**src/rtl/rib_arb_pkg.sv**
```systemverilog
// rib_arb_pkg: shared encodings for the RIB bus arbiter.
// Holds the FSM state type, the master index constants and the priority mode constants.
package rib_arb_pkg;
    typedef enum logic {ARB_IDLE = 1'b0, ARB_BUSY = 1'b1} arb_state_e;
    localparam logic [1:0] RIB_M_CORE_EX = 2'd0;
    localparam logic [1:0] RIB_M_CORE_PC = 2'd1;
    localparam logic [1:0] RIB_M_JTAG    = 2'd2;
    localparam logic [1:0] RIB_M_UART    = 2'd3;
    localparam logic ARB_FIXED = 1'b0;
    localparam logic ARB_RR    = 1'b1;
endpackage

```
**src/rtl/rib_arb_pick.sv**
```systemverilog
// rib_arb_pick: combinational winner picker, fixed (m3 > m2 > m0 > m1) or rotating from start.
// Ports: req - per-master requests; start - first index searched in round-robin mode;
//        mode - ARB_FIXED / ARB_RR; gnt_onehot / gnt_idx - winner; any - some request present.
module rib_arb_pick
    import rib_arb_pkg::*;
(
    input  logic [3:0] req,
    input  logic [1:0] start,
    input  logic       mode,
    output logic [3:0] gnt_onehot,
    output logic [1:0] gnt_idx,
    output logic       any
);
    logic [3:0] w_rot;
    logic [1:0] w_off;
    logic [1:0] w_rr_idx;
    logic [1:0] w_fix_idx;

    always_comb begin
        // w_rot[i] is the request of master start+i (mod 4), so the lowest set bit is the RR winner
        w_rot = '0;
        for (int i = 0; i < 4; i++) w_rot[i] = req[2'(start + 2'(i))];
        w_off = w_rot[0] ? 2'd0 : w_rot[1] ? 2'd1 : w_rot[2] ? 2'd2 : 2'd3;
        w_rr_idx = start + w_off;
        w_fix_idx = req[RIB_M_UART]    ? RIB_M_UART    :
                    req[RIB_M_JTAG]    ? RIB_M_JTAG    :
                    req[RIB_M_CORE_EX] ? RIB_M_CORE_EX :
                    req[RIB_M_CORE_PC] ? RIB_M_CORE_PC : RIB_M_CORE_EX;
        gnt_idx = (mode == ARB_RR) ? w_rr_idx : w_fix_idx;
        any = |req;
        gnt_onehot = any ? (4'b0001 << gnt_idx) : 4'b0000;
    end
endmodule

```
**src/rtl/rib_arbiter.sv**
```systemverilog
// rib_arbiter: IDLE/BUSY arbiter sharing the RIB slave fabric between four masters.
// Ports: clk, rst (sync, active-low); req_i per-master requests; ack_i slave acknowledge;
//        prio_mode_i fixed/RR select; grant_o/grant_idx_o/busy_o registered grant;
//        ack_o per-master acknowledge; err_o/timeout_o forced-release flags; hold_flag_o core hold.
module rib_arbiter
    import rib_arb_pkg::*;
#(
    parameter int TIMEOUT_W      = 8,
    parameter int TIMEOUT_CYCLES = 255
)
(
    input  logic       clk,
    input  logic       rst,
    input  logic [3:0] req_i,
    input  logic       ack_i,
    input  logic       prio_mode_i,
    output logic [3:0] grant_o,
    output logic [1:0] grant_idx_o,
    output logic       busy_o,
    output logic [3:0] ack_o,
    output logic       err_o,
    output logic       timeout_o,
    output logic       hold_flag_o
);
    arb_state_e           r_state, w_state_nx;
    logic [TIMEOUT_W-1:0] r_cnt, w_cnt_nx;
    logic [1:0]           r_last, w_last_nx, w_idx_nx, w_pick_idx, w_start;
    logic [3:0]           w_grant_nx, w_pick_oh;
    logic                 w_busy_nx, w_pick_any, w_busy_st, w_ack, w_abort, w_to;

    assign w_start = r_last + 2'd1;

    rib_arb_pick u_pick (
        .req        (req_i),
        .start      (w_start),
        .mode       (prio_mode_i),
        .gnt_onehot (w_pick_oh),
        .gnt_idx    (w_pick_idx),
        .any        (w_pick_any)
    );

    always_comb begin
        w_busy_st = r_state == ARB_BUSY;
        // ack wins over abort, abort wins over timeout
        w_ack = w_busy_st && ack_i;
        w_abort = w_busy_st && !ack_i && !req_i[grant_idx_o];
        w_to = w_busy_st && !ack_i && req_i[grant_idx_o] &&
               r_cnt == TIMEOUT_W'(TIMEOUT_CYCLES - 1);
        ack_o = (w_ack || w_to) ? grant_o : 4'b0000;
        err_o = w_to;
        timeout_o = w_to;
        // grant_idx_o[1] selects the debug/download masters m2 and m3
        hold_flag_o = (w_busy_st && grant_idx_o[1]) ||
                      (req_i[RIB_M_CORE_EX] && !(w_busy_st && grant_idx_o == RIB_M_CORE_EX));
        w_state_nx = r_state;
        w_grant_nx = grant_o;
        w_idx_nx = grant_idx_o;
        w_busy_nx = busy_o;
        w_cnt_nx = r_cnt;
        w_last_nx = r_last;
        if (r_state == ARB_IDLE) begin
            if (w_pick_any) begin
                w_state_nx = ARB_BUSY;
                w_grant_nx = w_pick_oh;
                w_idx_nx = w_pick_idx;
                w_busy_nx = 1'b1;
                w_cnt_nx = '0;
            end
        end else if (w_ack || w_to || w_abort) begin
            w_state_nx = ARB_IDLE;
            w_grant_nx = 4'b0000;
            w_idx_nx = 2'd0;
            w_busy_nx = 1'b0;
            w_cnt_nx = '0;
            w_last_nx = w_abort ? r_last : grant_idx_o;
        end else begin
            w_cnt_nx = r_cnt + 1'b1;
        end
    end

    always_ff @(posedge clk) begin
        if (!rst) begin
            r_state <= ARB_IDLE;
            grant_o <= 4'b0000;
            grant_idx_o <= 2'd0;
            busy_o <= 1'b0;
            r_cnt <= '0;
            r_last <= 2'd3;
        end else begin
            r_state <= w_state_nx;
            grant_o <= w_grant_nx;
            grant_idx_o <= w_idx_nx;
            busy_o <= w_busy_nx;
            r_cnt <= w_cnt_nx;
            r_last <= w_last_nx;
        end
    end
endmodule

```
**config.mk**
```make
export PLATFORM = sky130hd
export DESIGN_NAME = rib_arbiter
export DESIGN_NICKNAME = d
export VERILOG_FILES = /design/src/rtl/rib_arb_pkg.sv /design/src/rtl/rib_arb_pick.sv /design/src/rtl/rib_arbiter.sv
export SDC_FILE = /design/constraint.sdc
export NUM_CORES = 1
export LEC_CHECK = 0
export CORE_UTILIZATION = 56
export CTS_CLUSTER_SIZE = 8
export DETAILED_ROUTE_END_ITERATION = 6
export PLACE_DENSITY = 0.84
export SLEW_MARGIN = 10
export SYNTH_ARGS = -nofsm -noshare
export SYNTH_HDL_FRONTEND = slang
export SYNTH_HIERARCHICAL = 1
export SYNTH_SLANG_ARGS = --single-unit
```
**constraint.sdc**
```tcl
create_clock -name clk -period 4 [get_ports clk]
set_input_delay 0.6 -clock clk [delete_from_list [all_inputs] [get_ports clk]]
set_output_delay 0.6 -clock clk [all_outputs]
set_load 0.01 [all_outputs]
```
# After elaboration in Yosys (flattened, before gate mapping)
# Index checks and enable logic that the tools add are counted.
dict set report totals {
  ff_bits 18
  in_bits 8
  out_inout_bits 14
  elab_cells 70
}
dict set report op_classes {
  addsub 5
  order_cmp 4
  n_eq_ne 2
  shifts 1
  n_mux 32
  bitwise_logic 1
  n_reduce_logical 19
}
# cell count
set ops {}
lappend ops {{two-way mux 8 bit} 3}
lappend ops {{two-way mux 2 bit} 9}
lappend ops {{two-way mux 4 bit} 4}
lappend ops {{< comparator 2 x 3 -> 1 bit, second input constant} 4}
lappend ops {{two-way mux 1 bit} 12}
lappend ops {{adder 8 x 1 -> 8 bit, second input constant} 1}
lappend ops {{binary-select mux 1 bit (select 2 bit)} 4}
lappend ops {{== test 8 bit, second input constant} 1}
lappend ops {{logical AND 1 bit} 8}
lappend ops {{adder 2 x 1 -> 2 bit, second input constant} 2}
lappend ops {{OR reduction 4 bit} 1}
lappend ops {{left shift 1 x 2 -> 4 bit, first input constant} 1}
lappend ops {{logical NOT 1 bit} 3}
lappend ops {{logical OR 1 bit} 3}
lappend ops {{AND reduction 3 bit} 1}
lappend ops {{adder 2 bit} 1}
lappend ops {{adder 2 bit, second input constant} 1}
lappend ops {{logical NOT 2 bit} 1}
lappend ops {{inequality test 2 x 1 -> 1 bit, second input constant} 1}
lappend ops {{AND reduction 2 bit} 1}
lappend ops {{nonzero test 2 bit} 1}
lappend ops {{inverter 1 bit} 1}

# Logic depth before layout (Yosys ltp)
dict set report logic_depth {
  word_depth 12
  ltp_mapped 12
  depth_no_buf 12
}

# Hierarchy
# The synthesis kept the hierarchy.
# mod n_inst cells_each area_per_inst_um2 seq_area_each_um2
set modules_own_cells {}
lappend modules_own_cells {rib_arbiter 1 113 962.2 360.3}
lappend modules_own_cells {rib_arb_pick 1 41 269.0 0.0}

# Worst setup path after synthesis
# Ideal clock, no wire load.
dict set report synth_path {
  kind {input -> register}
  startpoint {in req_i[3]}
  endpoint {reg grant_o[2]}
  setup_time_ns 0.076
  t_arrival_ns 2.126
  required_ns 3.924
  slack_ns 1.799
  path_stages 9
  n_path_buf 1
  cell_sequence {clkbuf_1 -> nor3b_1 -> o21ai_0 -> o211ai_1 -> ha_1 -> a221o_1 -> nor3_1 -> nand2_1 -> a21boi_0}
}
dict set report synth_between {
  elab_chain_len 10
  word_cells_on_any_way 27
  classes_between {add/sub (1); eq/ne (1); shift (1); mux (15); reduce/logical (9)}
}
# element line
set synth_lines {}
lappend synth_lines {{start: declaration} rib_arbiter.sv:14} ;# input logic [3:0] req_i,
lappend synth_lines {{binary-select mux 1 bit (select 2 bit)} rib_arb_pick.sv:22} ;# for (int i = 0; i < 4; i++) w_rot[i] = req[2'(start + 2'(i))];
lappend synth_lines {{two-way mux 1 bit (not written as such)} rib_arb_pick.sv:22}
lappend synth_lines {{two-way mux 1 bit} rib_arb_pick.sv:23} ;# w_off = w_rot[0] ? 2'd0 : w_rot[1] ? 2'd1 : w_rot[2] ? 2'd2 : 2'd3;
lappend synth_lines {{two-way mux 2 bit (2 in series)} rib_arb_pick.sv:23}
lappend synth_lines {{adder 2 bit} rib_arb_pick.sv:24} ;# w_rr_idx = start + w_off;
lappend synth_lines {{two-way mux 2 bit (*)} rib_arb_pick.sv:29} ;# gnt_idx = (mode == ARB_RR) ? w_rr_idx : w_fix_idx;
lappend synth_lines {{left shift 1 x 2 -> 4 bit (*)} rib_arb_pick.sv:31} ;# gnt_onehot = any ? (4'b0001 << gnt_idx) : 4'b0000;
lappend synth_lines {{named net w_pick_oh[2]} rib_arbiter.sv:28} ;# logic [3:0] w_grant_nx, w_pick_oh;
lappend synth_lines {{two-way mux 4 bit (*)} rib_arbiter.sv:62} ;# if (w_pick_any) begin
lappend synth_lines {{two-way mux 4 bit (*)} rib_arbiter.sv:61} ;# if (r_state == ARB_IDLE) begin
lappend synth_lines {{end signal: assignment} rib_arbiter.sv:91} ;# grant_o <= w_grant_nx;
lappend synth_lines {{end: declaration} rib_arbiter.sv:17} ;# output logic [3:0] grant_o,
# Mark *: on every way through the listed nets, which the timed path passes. The rest lies on a longest branch. The select of a mux whose other input is x is not followed.
# A chain may end at the register's enable or synchronous reset.

# Final worst setup path
dict set report layout_path {
  startpoint {in req_i[1]}
  endpoint {out ack_o[3]}
}
dict set report layout_between {
  elab_chain_len 6
}
# element line
set layout_lines {}
lappend layout_lines {{binary-select mux 1 bit (select 2 bit)} rib_arbiter.sv:47} ;# w_to = w_busy_st && !ack_i && req_i[grant_idx_o] &&
lappend layout_lines {{two-way mux 1 bit (not written as such)} rib_arbiter.sv:47}
lappend layout_lines {{logical AND 1 bit (2 in series)} rib_arbiter.sv:47}
lappend layout_lines {{logical OR 1 bit} rib_arbiter.sv:49} ;# ack_o = (w_ack || w_to) ? grant_o : 4'b0000;
lappend layout_lines {{two-way mux 4 bit} rib_arbiter.sv:49}
lappend layout_lines {{end: declaration} rib_arbiter.sv:20} ;# output logic [3:0] ack_o,
# No other way between the ends. The select of a mux whose other input is x is not followed.

==> metrics.txt <==
status=finished, final reports clean; Hold Vio Cnt, Final=0; Slew Limit Fails=0; post-route setup slack=0.733 ns; initial antenna violation count=0; crit path time final=3.27 ns; wire per inst=13.3 µm; clk sinks=18; Total Power=418 µW; Die Wd=48.9 µm; ys async rst share=0%; PwrDens=285 nW/µm²; endpoints failing setup=0; Worst Hold Path Cells=1; RSZ-0062 raised after global routing=no; total core area=2020 µm²; Mapped Cells=154; root buf cell=clkbuf_4; main flop type after synthesis=dfxtp_1; WHS Endpoint=r_cnt[7]; total global routing track utilization=25.5%; Post-CTS Resized=0; Port Buffers=21; Vias/cell=5.96; global-route wire length before repair=4.84 mm; Antenna Nets Post-Route=0; RR Startpoint=r_last[0]; clock skew=0.00797 ns; DRT Wirelength=2.64 mm; number of synthesized register bits=18; Layout area overhead=19.3%; MaxCap Viol Count=0; setup tns final=0 ns; die area=2390 µm²; pre-CTS setup slack=0.732 ns; Critical Path RT=3.40 ns; CTS Buf Count=3; DR iter-0 viols=20; Post-CTS Hold Buffers=0; worst reg2reg path depth=9; GR Overflow Total=0; num ports=22; CP cell instances=clkdlybuf4s50_1 > mux4_2 > a41o_2 > and2_1 > clkdlybuf4s50_1; Worst R2R End=grant_o[0]; DRT Pass-1 Iters=4; share of post-route cells with drive strength above 1=8.19%; Hold Path Class=flop to flop; Synth cell types=46; post-route clock period utilization=81.7%; Max stage delay cell, worst path=clkdlybuf4s50_1; clk buf depth=2; clk_lat worst skew=0.29 ns; CP Launch Type=input port; max_slew headroom=52.0%; Mapped Nets=165; DR vias=1181; postcts setup bufs=0; worst hold start=r_cnt[7]; initial core utilization=60.9%; number of synthesized flops with an enable pin=0; Yosys warning count=6; Worst EP arrival=2.67 ns; CP Max Fanout=9; Crit path top cell by count=clkdlybuf4s50_1; largest net degree at the start of global routing=24; num rows=16; Die Span Y=48.9 µm; Max Clk Rate=306 MHz; reg2reg setup slack=1.91 ns; vias in the first global route=1099; CTS clk-pin slew, worst paths=0.11 ns; leakage power total=0.544 nW; H-tree lvl count=1; final HPWL from detailed placement=1.98 mm; # diodes=0; CP endpoint kind=output pin; Max VDD drop=0.300 mV; syn_area_per_cell=7.99 µm²; GP Congestion=0.902; Final Net Count=183; worst-margin pin slew=0.717 ns; Syn Std Cell Area=1230 µm²; Seq/Total Area, Yosys=29.3%; Setup CP Type=input port to output pin; Post-route DRC=0; CTS tree=done; crit-path max cell delay=0.55 ns
==> sequential cells by signal, summed over array words and instances (netlist names) <==
register     flops
r_cnt            8
grant_o          4
grant_idx_o      2
r_last           2
busy_o           1
r_state          1
==> metrics by stage <==
stage	hold WS (ns)	instances	instance area, µm²	utilization (%)
2_1_floorplan	0.448	154	1230	-
5_1_grt	0.535	198	1470	72.6
4_1_cts	0.505	198	1470	72.6
6_report	0.503	198	1470	72.6
3_5_place_dp	0.473	194	1430	70.9
3_3_place_gp	0.477	194	1430	70.9
==> power breakdown <==
part / total (mW) / internal (mW) / switching [mW]
Combinational: 0.109 / 0.0545 / 0.0545
Sequential: 0.198 / 0.189 / 0.00919
Clock: 0.111 / 0.0554 / 0.0560
Total: 0.418 / 0.299 / 0.120
==> area by class of cell <==
class | count | area (µm²)
Multi-Input combinational cell | 120 | 795
Timing Repair Buffer | 22 | 218
Sequential cell | 18 | 360
Fill cell | 166 | 553
Inverter | 7 | 26.3
Tap cell | 27 | 33.8
Clock buffer | 4 | 36.3
==> layout by cell type (no fill, tap or decap), types with 3 or more instances in the layout <==
cell             count
o21ai_0             14
a21oi_1              3
ha_1                 3
nor2_1               7
clkbuf_4             3
and2_1               5
nand3b_1             3
nor3_1               4
nand2_1             18
nand3_1              8
clkdlybuf4s50_1     21
mux2i_1              3
dfxtp_1             18
a21boi_0             6
a31oi_1              7
mux2_2               4
nor2b_1              7
inv_1                7
==> cell families (layout without fill, tap and decap cells) <==
family | Yosys count | after routing | share of synthesized area (%)
AND/OR/NAND/NOR | 59 | 59 | 24.9
adder cells (fa/ha/maj) | 3 | 3 | 3.05
AO/OA/AOI/OAI | 47 | 47 | 26.5
multiplexers | 8 | 8 | 7.93
buffers and inverters | 16 | 33 | 6.20
flip-flops | 18 | 18 | 29.3
XOR/XNOR | 3 | 3 | 2.13
==> cell usage after synthesis (2+ instances only) <==
cell type,instances,area share (%)
nor2b_1,7,3.6
nand3_1,8,3.3
mux2i_1,3,2.4
o211ai_1,2,1.2
nand3b_1,3,1.8
nand2_1,18,5.5
nor2_1,7,2.1
a21oi_1,3,1.2
o21ai_0,14,5.7
ha_1,3,3.0
mux2_2,4,3.7
inv_1,7,2.1
dfxtp_1,18,29
a21boi_0,6,3.7
a31oi_1,7,3.6
xnor2_1,2,1.4
nor3_1,4,1.6
and3_1,2,1.0
and2_1,5,2.5
clkbuf_1,5,1.5
==> worst max path at each step <==
stage / from / endpoint / slack, ns / cells past startpoint
final: req_i[1] / ack_o[3] / 0.73 / 5
after global routing: req_i[2] / ack_o[3] / 0.64 / 5
after CTS: req_i[1] / ack_o[3] / 0.72 / 5
after detailed placement: req_i[2] / ack_o[3] / 0.73 / 5
after global placement: req_i[1] / ack_o[0] / 0.76 / 5
after floorplan: req_i[3] / grant_o[2] / 1.80 / 9
==> critical path, delay by kind of cell <==
family,cells,cell delay [ns]
AOI/OAI and AO/OA,1,0.31
muxes,1,0.55
buffers and inverters,2,1.03
and+or+nand+nor,1,0.17
==> per-layer routing <==
layer | share of wire (%) | vias to the layer above | GRT usage (%)
met1 | 48 | 542 | 35.1
met2 | 45 | 41 | 39.6
met3 | 6.3 | 2 | 4.36
met4 | 0.53 | 0 | 10.3
li1 | - | 596 | -
met5 | 0 | - | 0
Power figures use the tool's default switching activity.
